[config.mk]
export PLATFORM = sky130hd
export DESIGN_NAME = demux8_tdm
export DESIGN_NICKNAME = d
export VERILOG_FILES = /design/src/rtl/demux8_tdm.sv
export SDC_FILE = /design/constraint.sdc
export NUM_CORES = 1
export LEC_CHECK = 0
export CAP_MARGIN = 10
export CORE_UTILIZATION = 50
export DETAILED_ROUTE_END_ITERATION = 16
export PLACE_DENSITY = 0.85
export SKIP_LAST_GASP = 1
export SLEW_MARGIN = 25
export SYNTH_ARGS = -nofsm -noshare
export SYNTH_HDL_FRONTEND = slang
export SYNTH_SLANG_ARGS = --single-unit
[constraint.sdc]
create_clock -name clk -period 5.48 [get_ports clk]
set_input_delay 0.822 -clock clk [delete_from_list [all_inputs] [get_ports clk]]
set_output_delay 0.822 -clock clk [all_outputs]
set_load 0.05 [all_outputs]
[src/rtl/demux8_tdm.sv]
`default_nettype none
// ============================================================================
//  Module   : demux8_tdm
//  Purpose  : Receive end of an 8-slot TDM serial link. Aligns to the frame
//             marker, assembles slots 0..7 into a word, strobes y_valid.
//             Define DEMUX8_PARITY_EN to add a 9th even-parity slot.
//  Revision : 1.0  initial release
// ============================================================================
module demux8_tdm (
   input  logic       clk,
   input  logic       reset,
   input  logic       in_valid,
   input  logic       frame,
   input  logic       d,
   output logic [7:0] y,
   output logic       y_valid,
   output logic [3:0] slot,
   output logic       sync_err,
   output logic       par_err
);

   localparam logic [3:0] c_last_data = 4'd7;
`ifdef DEMUX8_PARITY_EN
   localparam logic [3:0] c_parity_slot = 4'd8;
`endif

   typedef enum logic [0:0] {
      ST_HUNT = 1'b0,
      ST_RUN  = 1'b1
   } state_t;

   state_t     r_state;
   state_t     w_state_nxt;
   logic [3:0] r_slot;
   logic [3:0] w_slot_nxt;
   logic [7:0] r_shadow;
   logic [7:0] w_shadow_nxt;
   logic [7:0] r_y;
   logic [7:0] w_y_nxt;
   logic       r_y_valid;
   logic       w_y_valid_nxt;
   logic       r_sync_err;
   logic       w_sync_err_nxt;
   logic       r_par_err;
   logic       w_par_err_nxt;

   always_ff @(posedge clk or posedge reset) begin
      if (reset) begin
         r_state    <= ST_HUNT;
         r_slot     <= 4'd0;
         r_shadow   <= 8'h00;
         r_y        <= 8'h00;
         r_y_valid  <= 1'b0;
         r_sync_err <= 1'b0;
         r_par_err  <= 1'b0;
      end else begin
         r_state    <= w_state_nxt;
         r_slot     <= w_slot_nxt;
         r_shadow   <= w_shadow_nxt;
         r_y        <= w_y_nxt;
         r_y_valid  <= w_y_valid_nxt;
         r_sync_err <= w_sync_err_nxt;
         r_par_err  <= w_par_err_nxt;
      end
   end

   always_comb begin
      w_state_nxt    = r_state;
      w_slot_nxt     = r_slot;
      w_shadow_nxt   = r_shadow;
      w_y_nxt        = r_y;
      w_y_valid_nxt  = 1'b0;
      w_sync_err_nxt = 1'b0;
      w_par_err_nxt  = 1'b0;

      // Without in_valid everything holds and the pulses simply drop.
      if (in_valid) begin
         case (r_state)
            ST_HUNT: begin
               if (frame) begin
                  w_shadow_nxt[0] = d;
                  w_slot_nxt      = 4'd1;
                  w_state_nxt     = ST_RUN;
               end
            end

            ST_RUN: begin
               if (r_slot == 4'd0) begin
                  if (frame) begin
                     w_shadow_nxt[0] = d;
                     w_slot_nxt      = 4'd1;
                  end else begin
                     w_sync_err_nxt = 1'b1;
                     w_state_nxt    = ST_HUNT;
                  end
               end else if (frame) begin
                  // Early marker: drop the partial word and resync on this beat.
                  w_sync_err_nxt  = 1'b1;
                  w_shadow_nxt[0] = d;
                  w_slot_nxt      = 4'd1;
               end else if (r_slot == c_last_data) begin
                  w_shadow_nxt[7] = d;
`ifdef DEMUX8_PARITY_EN
                  w_slot_nxt      = c_parity_slot;
`else
                  w_y_nxt         = w_shadow_nxt;
                  w_y_valid_nxt   = 1'b1;
                  w_slot_nxt      = 4'd0;
`endif
               end
`ifdef DEMUX8_PARITY_EN
               else if (r_slot == c_parity_slot) begin
                  // Even parity: data bits plus parity bit hold an even count of ones.
                  if (d == ^r_shadow) begin
                     w_y_nxt       = r_shadow;
                     w_y_valid_nxt = 1'b1;
                  end else begin
                     w_par_err_nxt = 1'b1;
                  end
                  w_slot_nxt = 4'd0;
               end
`endif
               else begin
                  w_shadow_nxt[r_slot[2:0]] = d;
                  w_slot_nxt                = r_slot + 4'd1;
               end
            end

            default: begin
               w_state_nxt = ST_HUNT;
               w_slot_nxt  = 4'd0;
            end
         endcase
      end
   end

   assign y        = r_y;
   assign y_valid  = r_y_valid;
   assign slot     = r_slot;
   assign sync_err = r_sync_err;
   assign par_err  = r_par_err;

endmodule
`default_nettype wire

[Word-level counts from Yosys, hierarchy flattened]
Cells that the tools add are included.
Storage, ports and cells
  flip-flop bits (word level): 23
  input bits: 5
  word-level logic and storage cells: 49
  output and inout port bits: 15
Cells by class
  muxes and demuxes: 26
  equality and inequality tests: 2
  $lt $le $gt $ge: 2
  $add $sub $neg: 1
  reduce and logical (&&, ||, !) cells: 6
  bitwise operators: 4
Operators by type and width (number)
  two-way mux 1 bit: 17
  two-way mux 4 bit: 4
  AND reduction 5 bit: 2
  bitwise mux 8 bit: 1
  one-hot mux 4 bit (2 select lines): 1
  adder 4 x 1 -> 4 bit (second input constant): 1
  equality test 4 x 3 -> 1 bit (second input constant): 1
  logical NOT 4 bit: 1
  < comparator 3 x 4 -> 1 bit (second input constant): 1
  inequality test 4 bit (second input constant): 1
  inverter 1 bit: 4
  one-hot mux 1 bit (2 select lines): 2
  AND reduction 4 bit: 1
  demux 1 bit (select 3 bit): 1
  greater-or-equal comparator 3 x 1 -> 1 bit (second input constant): 1
  AND reduction 2 bit: 1
  logical AND 1 bit: 1

[Logic depth before layout (Yosys ltp)]
Gate-level depths: netlist (run 1).
  word-level depth: 9
  depth in mapped cells: 8
  depth with buffers taken out: 7

[Worst setup path after synthesis (run 1)]
OpenSTA, ideal clock, no wires.
  path type: register -> register
  from: register r_slot[0] (netlist: slot[0])
  to: register r_y[2] (netlist: y[2])
  path buffers: 1
  library setup time: 0.125 ns
  clock period less this slack: 2.293 ns
  required time: 5.355 ns
  cell stages (with the launch flop): 9
  data arrival time: 2.169 ns
  path slack: 3.187 ns
  path through: dfrtp_1 > inv_1 > ha_1 > or3b_1 > buf_2 > ha_1 > nand3_1 > nor2_4 > mux2_2
On the way
  longest elaborated chain between the ends: 3
  elaborated cells on any way between the ends: 4
  classes of those cells: 1 x eq/ne; 1 x bitwise; 2 x reduce/logical
RTL lines
  start: declaration: line 34  | logic [3:0] r_slot;
  start signal: assignment: line 58  | r_slot <= w_slot_nxt;
  logical NOT 4 bit: line 88  | if (r_slot == 4'd0) begin
  inverter 1 bit (no source line)
  AND reduction 5 bit (no source line) (*)
  end signal: assignment: line 60  | r_y <= w_y_nxt;
  end: declaration: line 38  | logic [7:0] r_y;
Every way passes the cells marked *; elsewhere a longest branch is shown, timed or not.
A chain may end at the register's enable or synchronous reset.

[Worst setup path in the final report (run 1)]
  from: register r_slot[2] (netlist: slot[2])
  to: output slot[2]
RTL lines
  end: declaration: line 17  | output logic [3:0] slot,
No word-level cell between the ends.

==> impl_metrics.csv, run 1 <==
group,metric,value,unit
run_status,status,"complete, no violations",
timing,worstMarginPinSlew,0.815,ns
worst_setup_path,worst_path_largest_cell_delay,0.89,ns
detailed_routing,wl_per_cell,15.3,um
worst_setup_path,required,4.66,ns
yosys,synthAdderAreaFrac,4.31,%
yosys,synth_area_leader_cell,"dfrtp_1",
yosys,ys.flop_type,"dfrtp_1",
pwr,max-vdd-ir-drop,0.000358,V
floorplan,chipHeight,50.2,um
layout,final_cell_mix,"22 x dfrtp_1, 18 x clkdlybuf4s50_1, 10 x mux2_1, 7 x inv_1",
worst_setup_path,worstPathMaxFanout,12,
detailed_routing,ant_nets,0,
detailed_routing,vias,801,
floorplan,placementRows,17,
global_route,grt_first_pass_wirelength,3750,um
timing,setup_viol,0,
timing,post-route-period-util,48.3,%
timing,finalMaxSlewViolations,0,
timing,holdWs,0.487,ns
cts,clockBufferDepth,2,
worst_setup_path,rrSetupSlack,3.21,ns
global_route,grt_antenna_before_repair,0,
cts,cts_root_buf,"clkbuf_4",
worst_setup_path,end_kind,"output pin",
yosys,syn_area_per_cell,11.6,um^2
layout,fin_area,0.00138,mm^2
place,place_ws,2.69,ns
timing,clock_skew,0.0127,ns
pwr,seqPwrFrac,43.3,%
worst_setup_path,path_buf_inv,1,
worst_setup_path,critPathSlowestCell,"clkdlybuf4s50_1",
floorplan,pin_count,20,
place,dp_cells,140,
layout,instances_no_fill,144,
timing,max-slew-margin-rel,45.6,%
yosys,synth-simple-area-share,18.5,%
pwr,power.total,0.605,mW
pwr,power_switching,0.257,mW
timing,min_period,2.64,ns
layout,final_common_cell,"dfrtp_1",
yosys,synth_compound_area_share,9.69,%
cts,cts_made_buffers,3,
worst_hold_path,worstHoldStart,"r_shadow[4]",
place,gp_congestion,0.815,
detailed_routing,routed_wl,2210,um
yosys,syn_nets,109,
pwr,clkPwrFrac,14.7,%
floorplan,coreArea,0.00219,mm^2
yosys,synth_edf_count,0,
worst_hold_path,min_to,"y[4]",
worst_setup_path,worst_r2r_path_depth,7,
yosys,synth_seq_cells,22,
pwr,power.density,439,mW/mm^2
place,place_hpwl,1550,um
pwr,p_sw_share,42.5,%
job,drv_cap,0,
worst_setup_path,r2r-end,"y[3]",
timing,worst_slack,2.84,ns
layout,drive_gt1_share,11.2,%
worst_setup_path,cp.arrival,1.82,ns
worst_setup_path,r2r-start,"slot[0]",
detailed_routing,via_per_inst,5.56,
worst_setup_path,critPathKind,"reg2out",
timing,tns,0,ns
place,dpl_cell_area,0.00134,mm^2
global_route,grt_pass1_vias,808,
yosys,postSynthCellCount,100,
yosys,synth.area.top_cells,"dfrtp_1 47%, mux2_1 9.7%, ha_1 4.3%",
yosys,synth_area,0.00116,mm^2
worst_hold_path,hold_path_class,"reg2reg",
floorplan,dieArea,0.00252,mm^2
layout,syn_to_final_growth,18.5,%
floorplan,initial_utilization,53.1,%
global_route,grt_max_degree,23,
global_route,grtUsageTotal,19.7,%
floorplan,die-width,50.2,um
cts,cts_resized,0,
yosys,synth_cell_types,39,
cts,worstSkewPairLatency,0.31,ns
timing,hold_viol,0,
cts,cts_tree,"yes",
pwr,intPower,0.348,mW
worst_hold_path,hold_path_depth,1,
detailed_routing,dr.first_iter.drc_count,19,
detailed_routing,route.detailed.drc,0,
cts,clock-sinks,22,
worst_setup_path,worst-path-stages,1,
worst_setup_path,critPathTopFamily,"buffers and inverters",
layout,num-nets-final,126,
cts,cts_max_level,1,
pwr,pwr-share-comb,42.0,%
yosys,synthMuxAreaShare,14.4,%
timing,grt_setup_unrepaired,"no",
global_route,overflow,0,
layout,postLayoutCoreUtil,62.9,%
worst_setup_path,startpoint_type,"register",
place,io_buffers,18,
cts,path_clk_slew,0.13,ns
pwr,p_leak,0.630,nW
timing,fmaxAchievable,378,MHz
yosys,synth-xor-area-share,0,%
yosys,yosysWarnings,0,
yosys,netlist.area_leader.share,47.4,%
cts,postCtsSetupBuffers,0,
cts,ctsHoldBuffers,0,
detailed_routing,firstDrtPassIters,4,
yosys,ys_async_sr_fraction,100,%
yosys,synth_top_family_by_area,"simple AND/OR/NAND/NOR gates",
layout,diodes,0,
yosys,yosysSeqAreaShare,47.4,%
worst_setup_path,crit_chain,"clkdlybuf4s50_1",
==> how the worst max path moves through the flow <==
stage                       start  endpoint  slack, ns
after floorplan           slot[0]      y[2]       3.19
after global placement      frame      y[2]       2.81
after detailed placement    frame      y[3]       2.69
after CTS                 slot[2]   slot[2]       2.83
after global routing      slot[2]   slot[2]       2.77
final                     slot[2]   slot[2]       2.84
==> final cells by class <==
| cell class | instances | area (um^2) |
|---|---|---|
| clock buffers | 4 | 36.3 |
| fillers | 172 | 813 |
| inverters | 7 | 26.3 |
| multi-input cells | 65 | 549 |
| flip-flops and latches | 22 | 551 |
| well taps | 28 | 35.0 |
| repair buffers | 18 | 180 |
==> logic make-up after synthesis <==
kind of cell	after synthesis
simple gates	29
flops	22
other cells	1
fa+ha+maj	4
buf+inv	13
mux	15
compound gates	16
==> state kept, by name, indices dropped and copies added (netlist names) <==
name	count
y_valid	1
y	8
sync_err	1
r_shadow	7
slot	4
r_state	1
==> power by group through the flow <==
stage | combinational, mW | sequential, mW | clock [mW]
floorplan | 0.146 | 0.303 | 0
global placement | 0.248 | 0.260 | 0
detailed placement | 0.254 | 0.264 | 0
CTS | 0.257 | 0.260 | 0.0907
global route | 0.275 | 0.270 | 0.0966
finish | 0.254 | 0.262 | 0.0889
==> routing by layer <==
layer  global-route usage [%]  wire length, um  up-vias
met3                     3.03               87        0
met2                     32.9             1080       21
met4                     5.24                0        0
li1                         -                -      392
met1                     26.5             1040      388
met5                        0                0        -
==> synthesized netlist by cell type, drive strengths merged, types with 2 or more instances <==
library cell and count:
mux2 14, or4b 2, inv 7, ha 4, buf 4, and2b 2, a211o 2, dfrtp 22
nand3 3, and3 2, nor4 3, nand3b 2, or3b 5, nand2 2, clkbuf 2, nor3 4
o21ai 3, a21oi 3
Note: power is estimated with default switching activity, not from simulation.
==> run 2: changes to the inputs <==
--- a/config.mk
+++ b/config.mk
@@ -6,9 +6,9 @@
 export NUM_CORES = 1
 export LEC_CHECK = 0
 export CAP_MARGIN = 10
-export CORE_UTILIZATION = 50
+export CORE_UTILIZATION = 46
 export DETAILED_ROUTE_END_ITERATION = 16
-export PLACE_DENSITY = 0.85
+export PLACE_DENSITY = 0.83
 export SKIP_LAST_GASP = 1
 export SLEW_MARGIN = 25
 export SYNTH_ARGS = -nofsm -noshare
==> constraint.sdc (replaced) <==
create_clock -name clk -period 2.3 [get_ports clk]
set_input_delay 0.345 -clock clk [delete_from_list [all_inputs] [get_ports clk]]
set_output_delay 0.345 -clock clk [all_outputs]
set_load 0.05 [all_outputs]
==> run 2 against run 1 <==
Against the previous run: first-iteration DRC count down 16%; global-route usage grew 2.7 points; count of clock-buffer cells in the layout is 1 lower.
==> impl_metrics.csv, run 2 (same netlist as run 1, synthesis figures left out) <==
group,metric,value,unit
run_status,status,"complete, no violations",
cts,postCtsSetupBuffers,0,
layout,num-nets-final,132,
worst_setup_path,crit_chain,"clkdlybuf4s50_1",
detailed_routing,routed_wl,2490,um
layout,final_common_cell,"dfrtp_1",
place,place_hpwl,1770,um
layout,final_cell_mix,"22 x dfrtp_1, 18 x clkdlybuf4s50_1, 10 x mux2_1, 7 x inv_1, 6 x buf_4",
worst_setup_path,path_buf_inv,1,
floorplan,pin_count,20,
timing,finalMaxSlewViolations,0,
worst_setup_path,required,1.96,ns
worst_setup_path,worstPathMaxFanout,12,
detailed_routing,ant_nets,0,
floorplan,dieArea,0.00273,mm^2
floorplan,placementRows,17,
timing,worstMarginPinSlew,0.502,ns
worst_setup_path,critPathSlowestCell,"clkdlybuf4s50_1",
pwr,power.density,1110,mW/mm^2
floorplan,coreArea,0.00230,mm^2
worst_setup_path,r2r-start,"slot[1]",
layout,instances_no_fill,150,
timing,clock_skew,0.00191,ns
worst_setup_path,startpoint_type,"register",
pwr,p_leak,0.665,nW
place,gp_congestion,0.862,
worst_setup_path,cp.arrival,1.81,ns
layout,syn_to_final_growth,23.8,%
global_route,grt_antenna_before_repair,0,
timing,fmaxAchievable,464,MHz
worst_hold_path,hold_path_class,"in2async",
global_route,grt_first_pass_wirelength,4300,um
worst_setup_path,end_kind,"output pin",
job,drv_cap,0,
cts,ctsHoldBuffers,0,
cts,cts_root_buf,"clkbuf_4",
floorplan,chipHeight,52.3,um
detailed_routing,firstDrtPassIters,4,
detailed_routing,vias,887,
pwr,max-vdd-ir-drop,0.000892,V
timing,setup_viol,0,
cts,clockBufferDepth,2,
floorplan,die-width,52.3,um
timing,post-route-period-util,93.8,%
cts,worstSkewPairLatency,0.32,ns
detailed_routing,dr.first_iter.drc_count,16,
global_route,grtUsageTotal,22.4,%
timing,tns,0,ns
cts,cts_made_buffers,3,
detailed_routing,via_per_inst,5.91,
detailed_routing,route.detailed.drc,0,
global_route,grt_pass1_vias,917,
timing,grt_setup_unrepaired,"no",
cts,cts_resized,0,
place,io_buffers,18,
global_route,overflow,0,
worst_setup_path,worst_path_largest_cell_delay,0.88,ns
timing,hold_viol,0,
layout,diodes,0,
layout,fillers,201,
cts,cts_tree,"yes",
timing,max-slew-margin-rel,66.5,%
global_route,grt_max_degree,23,
floorplan,initial_utilization,50.6,%
layout,largest_register_ffs,8,
cts,cts_max_level,1,
cts,clock-sinks,22,
worst_setup_path,setup.worst_path.start,"slot[2]",
worst_setup_path,critPathTopFamily,"buffers and inverters",
detailed_routing,wl_per_cell,16.6,um
cts,path_clk_slew,0.13,ns
worst_setup_path,critPathKind,"reg2out",
place,dp_cells,146,
timing,min_period,2.16,ns
layout,drive_gt1_share,15.6,%
run 2: per-stage QoR:
stage	utilization (%)	hold slack, ns	setup WS (ns)	area [um^2]	total power [mW]
after floorplan	-	0.334	0.00675	1160	1.07
after global placement	60.3	0.464	0.299	1390	1.25
after detailed placement	60.3	0.473	0.271	1390	1.29
after CTS	62.6	0.348	0.143	1440	1.60
after global routing	62.6	0.368	0.0983	1440	1.69
final	62.6	0.342	0.143	1440	1.60
run 2: worst paths after layout:
check / slack (ns) / to / cells after the start
setup / recovery: 0.14 / slot[2] / 1
min in group clk: 0.50 / r_shadow[1] / 1
hold reg to reg: 0.50 / r_shadow[1] / 1
max in group asynchronous: 1.74 / slot[3] / 3
hold / removal: 0.34 / y[7] / 3
setup reg to reg: 0.39 / y[1] / 7
run 2: power breakdown:
group / internal, mW / total, mW / switching [mW] / leakage [nW]
Sequential: 0.490 / 0.592 / 0.103 / 0.291
Clock: 0.176 / 0.304 / 0.127 / 0.0279
Combinational: 0.281 / 0.700 / 0.419 / 0.346
run 2: area by class of cell:
cell class,count,area (um^2),share of cell area [%]
timing repair buffer,24,225,15.7
sequential,22,551,38.3
clock buffer,3,22.5,1.57
inverter,7,26.3,1.83
clock inverter,1,30.0,2.09
tap,28,35.0,2.43
multi-input combinational,65,549,38.2
run 2: routing by layer:
metal  GRT usage, %  part of all wire [%]  wire length, um  up-vias
met5              0                     0                0        -
met4           8.77                   1.8               46        0
met3           5.51                   4.9              121        7
met2           39.7                    49             1210       30
met1           25.8                    45             1110      441
li1               -                     -                -      409
==> run 3: changes to the inputs <==
--- a/config.mk
+++ b/config.mk
@@ -9,6 +9,7 @@
 export CORE_UTILIZATION = 46
 export DETAILED_ROUTE_END_ITERATION = 16
 export PLACE_DENSITY = 0.83
+export RECOVER_POWER = 100
 export SKIP_LAST_GASP = 1
 export SLEW_MARGIN = 25
 export SYNTH_ARGS = -nofsm -noshare
==> run 3 against run 2 <==
Against the previous run: maximum frequency fell by 1.2%; critical path depth stayed put; register-to-register slack got worse by 0.05 ns; critical path type unchanged; critical endpoint unchanged.
==> impl_metrics.csv, run 3 (same netlist as run 1, synthesis figures left out) <==
group,metric,value,unit
worst_setup_path,required,1.96,ns
detailed_routing,wl_per_cell,16.6,um
pwr,p_leak,0.699,nW
pwr,pwr-share-comb,42.6,%
pwr,power_switching,0.635,mW
timing,post-route-period-util,94.9,%
timing,tns,0,ns
timing,min_period,2.18,ns
layout,postLayoutCoreUtil,61.5,%
pwr,seqPwrFrac,37.9,%
timing,worstMarginPinSlew,1.16,ns
layout,instances_no_fill,150,
worst_setup_path,path_buf_inv,1,
cts,worstSkewPairLatency,0.32,ns
layout,drive_gt1_share,12.3,%
worst_setup_path,r2r-start,"slot[0]",
global_route,grt_pass1_vias,917,
detailed_routing,via_per_inst,5.99,
detailed_routing,firstDrtPassIters,4,
worst_setup_path,r2r-end,"y[5]",
cts,clockBufferDepth,2,
worst_setup_path,worstPathMaxFanout,12,
timing,grt_setup_unrepaired,"no",
detailed_routing,vias,898,
detailed_routing,route.detailed.drc,0,
place,gp_congestion,0.862,
place,dpl_cell_area,0.00139,mm^2
layout,multi_input_area,532,um^2
global_route,overflow,0,
layout,num-nets-final,132,
worst_setup_path,worst_path_largest_cell_delay,0.93,ns
layout,final_common_cell,"dfrtp_1",
pwr,clkPwrFrac,19.5,%
cts,ctsHoldBuffers,0,
layout,fillers,204,
pwr,intPower,0.918,mW
detailed_routing,ant_nets,0,
worst_setup_path,crit_end,"slot[2]",
worst_setup_path,worst_r2r_path_depth,7,
cts,cts_max_level,1,
floorplan,placementRows,17,
floorplan,initial_utilization,50.6,%
timing,clock_skew,0.00180,ns
cts,clock-sinks,22,
global_route,grt_antenna_before_repair,0,
cts,cts_tree,"yes",
timing,setup_viol,0,
place,io_buffers,18,
timing,max-slew-margin-rel,22.7,%
cts,cts_made_buffers,3,
floorplan,chipHeight,52.3,um
timing,finalMaxSlewViolations,0,
layout,final_cell_mix,"22 x dfrtp_1, 15 x dlygate4sd3_1, 10 x mux2_1, 7 x inv_1",
cts,cts_resized,0,
cts,postCtsSetupBuffers,0,
worst_setup_path,worst-path-stages,1,
worst_setup_path,crit_chain,"dlygate4sd3_1",
worst_setup_path,rrSetupSlack,0.34,ns
worst_hold_path,hold_path_class,"reg2reg",
worst_setup_path,critPathTopFamily,"buffers and inverters",
floorplan,die-width,52.3,um
cts,path_clk_slew,0.13,ns
worst_setup_path,cp.arrival,1.84,ns
layout,diodes,0,
place,place_hpwl,1770,um
layout,syn_to_final_growth,21.6,%
cts,cts_root_buf,"clkbuf_4",
global_route,grtUsageTotal,22.4,%
worst_setup_path,setup.worst_path.start,"slot[2]",
floorplan,pin_count,20,
worst_setup_path,critPathKind,"reg2out",
timing,fmaxAchievable,458,MHz
pwr,power.density,1100,mW/mm^2
layout,largest_register_ffs,8,
timing,hold_viol,0,
pwr,p_sw_share,40.9,%
floorplan,coreArea,0.00230,mm^2
worst_setup_path,end_kind,"output pin",
layout,fin_area,0.00141,mm^2
place,dp_cells,146,
floorplan,dieArea,0.00273,mm^2
detailed_routing,routed_wl,2490,um
layout,seqCellArea,551,um^2
pwr,power.total,1.55,mW
global_route,grt_first_pass_wirelength,4300,um
run_status,status,"complete, no violations",
worst_setup_path,critPathSlowestCell,"dlygate4sd3_1",
detailed_routing,dr.first_iter.drc_count,21,
pwr,max-vdd-ir-drop,0.000873,V
worst_setup_path,startpoint_type,"register",
global_route,grt_max_degree,23,
job,drv_cap,0,
-- run 3: cell count changes in the layout (fill, tap and decap cells not counted), sizes merged --
| cell | previous run | this run |
|---|---|---|
| clkbuf | 3 | 5 |
| clkdlybuf4s50 | 18 | 3 |
| buf | 6 | 4 |
| dlygate4sd3 | 0 | 15 |
-- run 3: layer usage --
metal	part of all wire (%)	wire length, um	global-route usage (%)
met2	50	1250	39.7
met3	4.2	104	5.51
met5	0	0	0
met1	44	1090	25.8
met4	1.5	37	8.77
-- run 3: final cells by class --
class | instances | area share [%]
tap | 28 | 2.48
inverter | 7 | 1.86
multi-input combinational | 65 | 37.6
clock inverter | 1 | 2.12
timing repair buffer | 24 | 15.4
clock buffer | 3 | 1.59
sequential | 22 | 38.9
-- run 3: worst min-delay path by stage --
| stage | from | to | slack, ns | cells past startpoint |
|---|---|---|---|---|
| 6_report | y[7] | y[7] | 0.50 | 1 |
| 5_1_grt | y[4] | y[4] | 0.52 | 1 |
| 4_1_cts | reset | y[7] | 0.35 | 3 |
| 3_5_place_dp | r_shadow[1] | r_shadow[1] | 0.47 | 1 |
| 3_3_place_gp | r_shadow[5] | r_shadow[5] | 0.46 | 1 |
| 2_1_floorplan | reset | r_shadow[0] | 0.33 | 1 |
-- run 3: power by group through the flow --
stage | clock (mW) | sequential, mW | combinational [mW]
after floorplan | 0 | 0.721 | 0.348
after detailed placement | 0 | 0.597 | 0.694
after CTS | 0.308 | 0.589 | 0.702
after global routing | 0.320 | 0.602 | 0.720
final | 0.303 | 0.588 | 0.662
after global placement | 0 | 0.587 | 0.668
-- run 3: through the flow --
| stage | setup WS (ns) | hold slack, ns |
|---|---|---|
| finish | 0.117 | 0.497 |
| global route | 0.0793 | 0.524 |
| CTS | 0.143 | 0.348 |
| detailed placement | 0.271 | 0.473 |
| global placement | 0.299 | 0.464 |
| floorplan | 0.00675 | 0.334 |
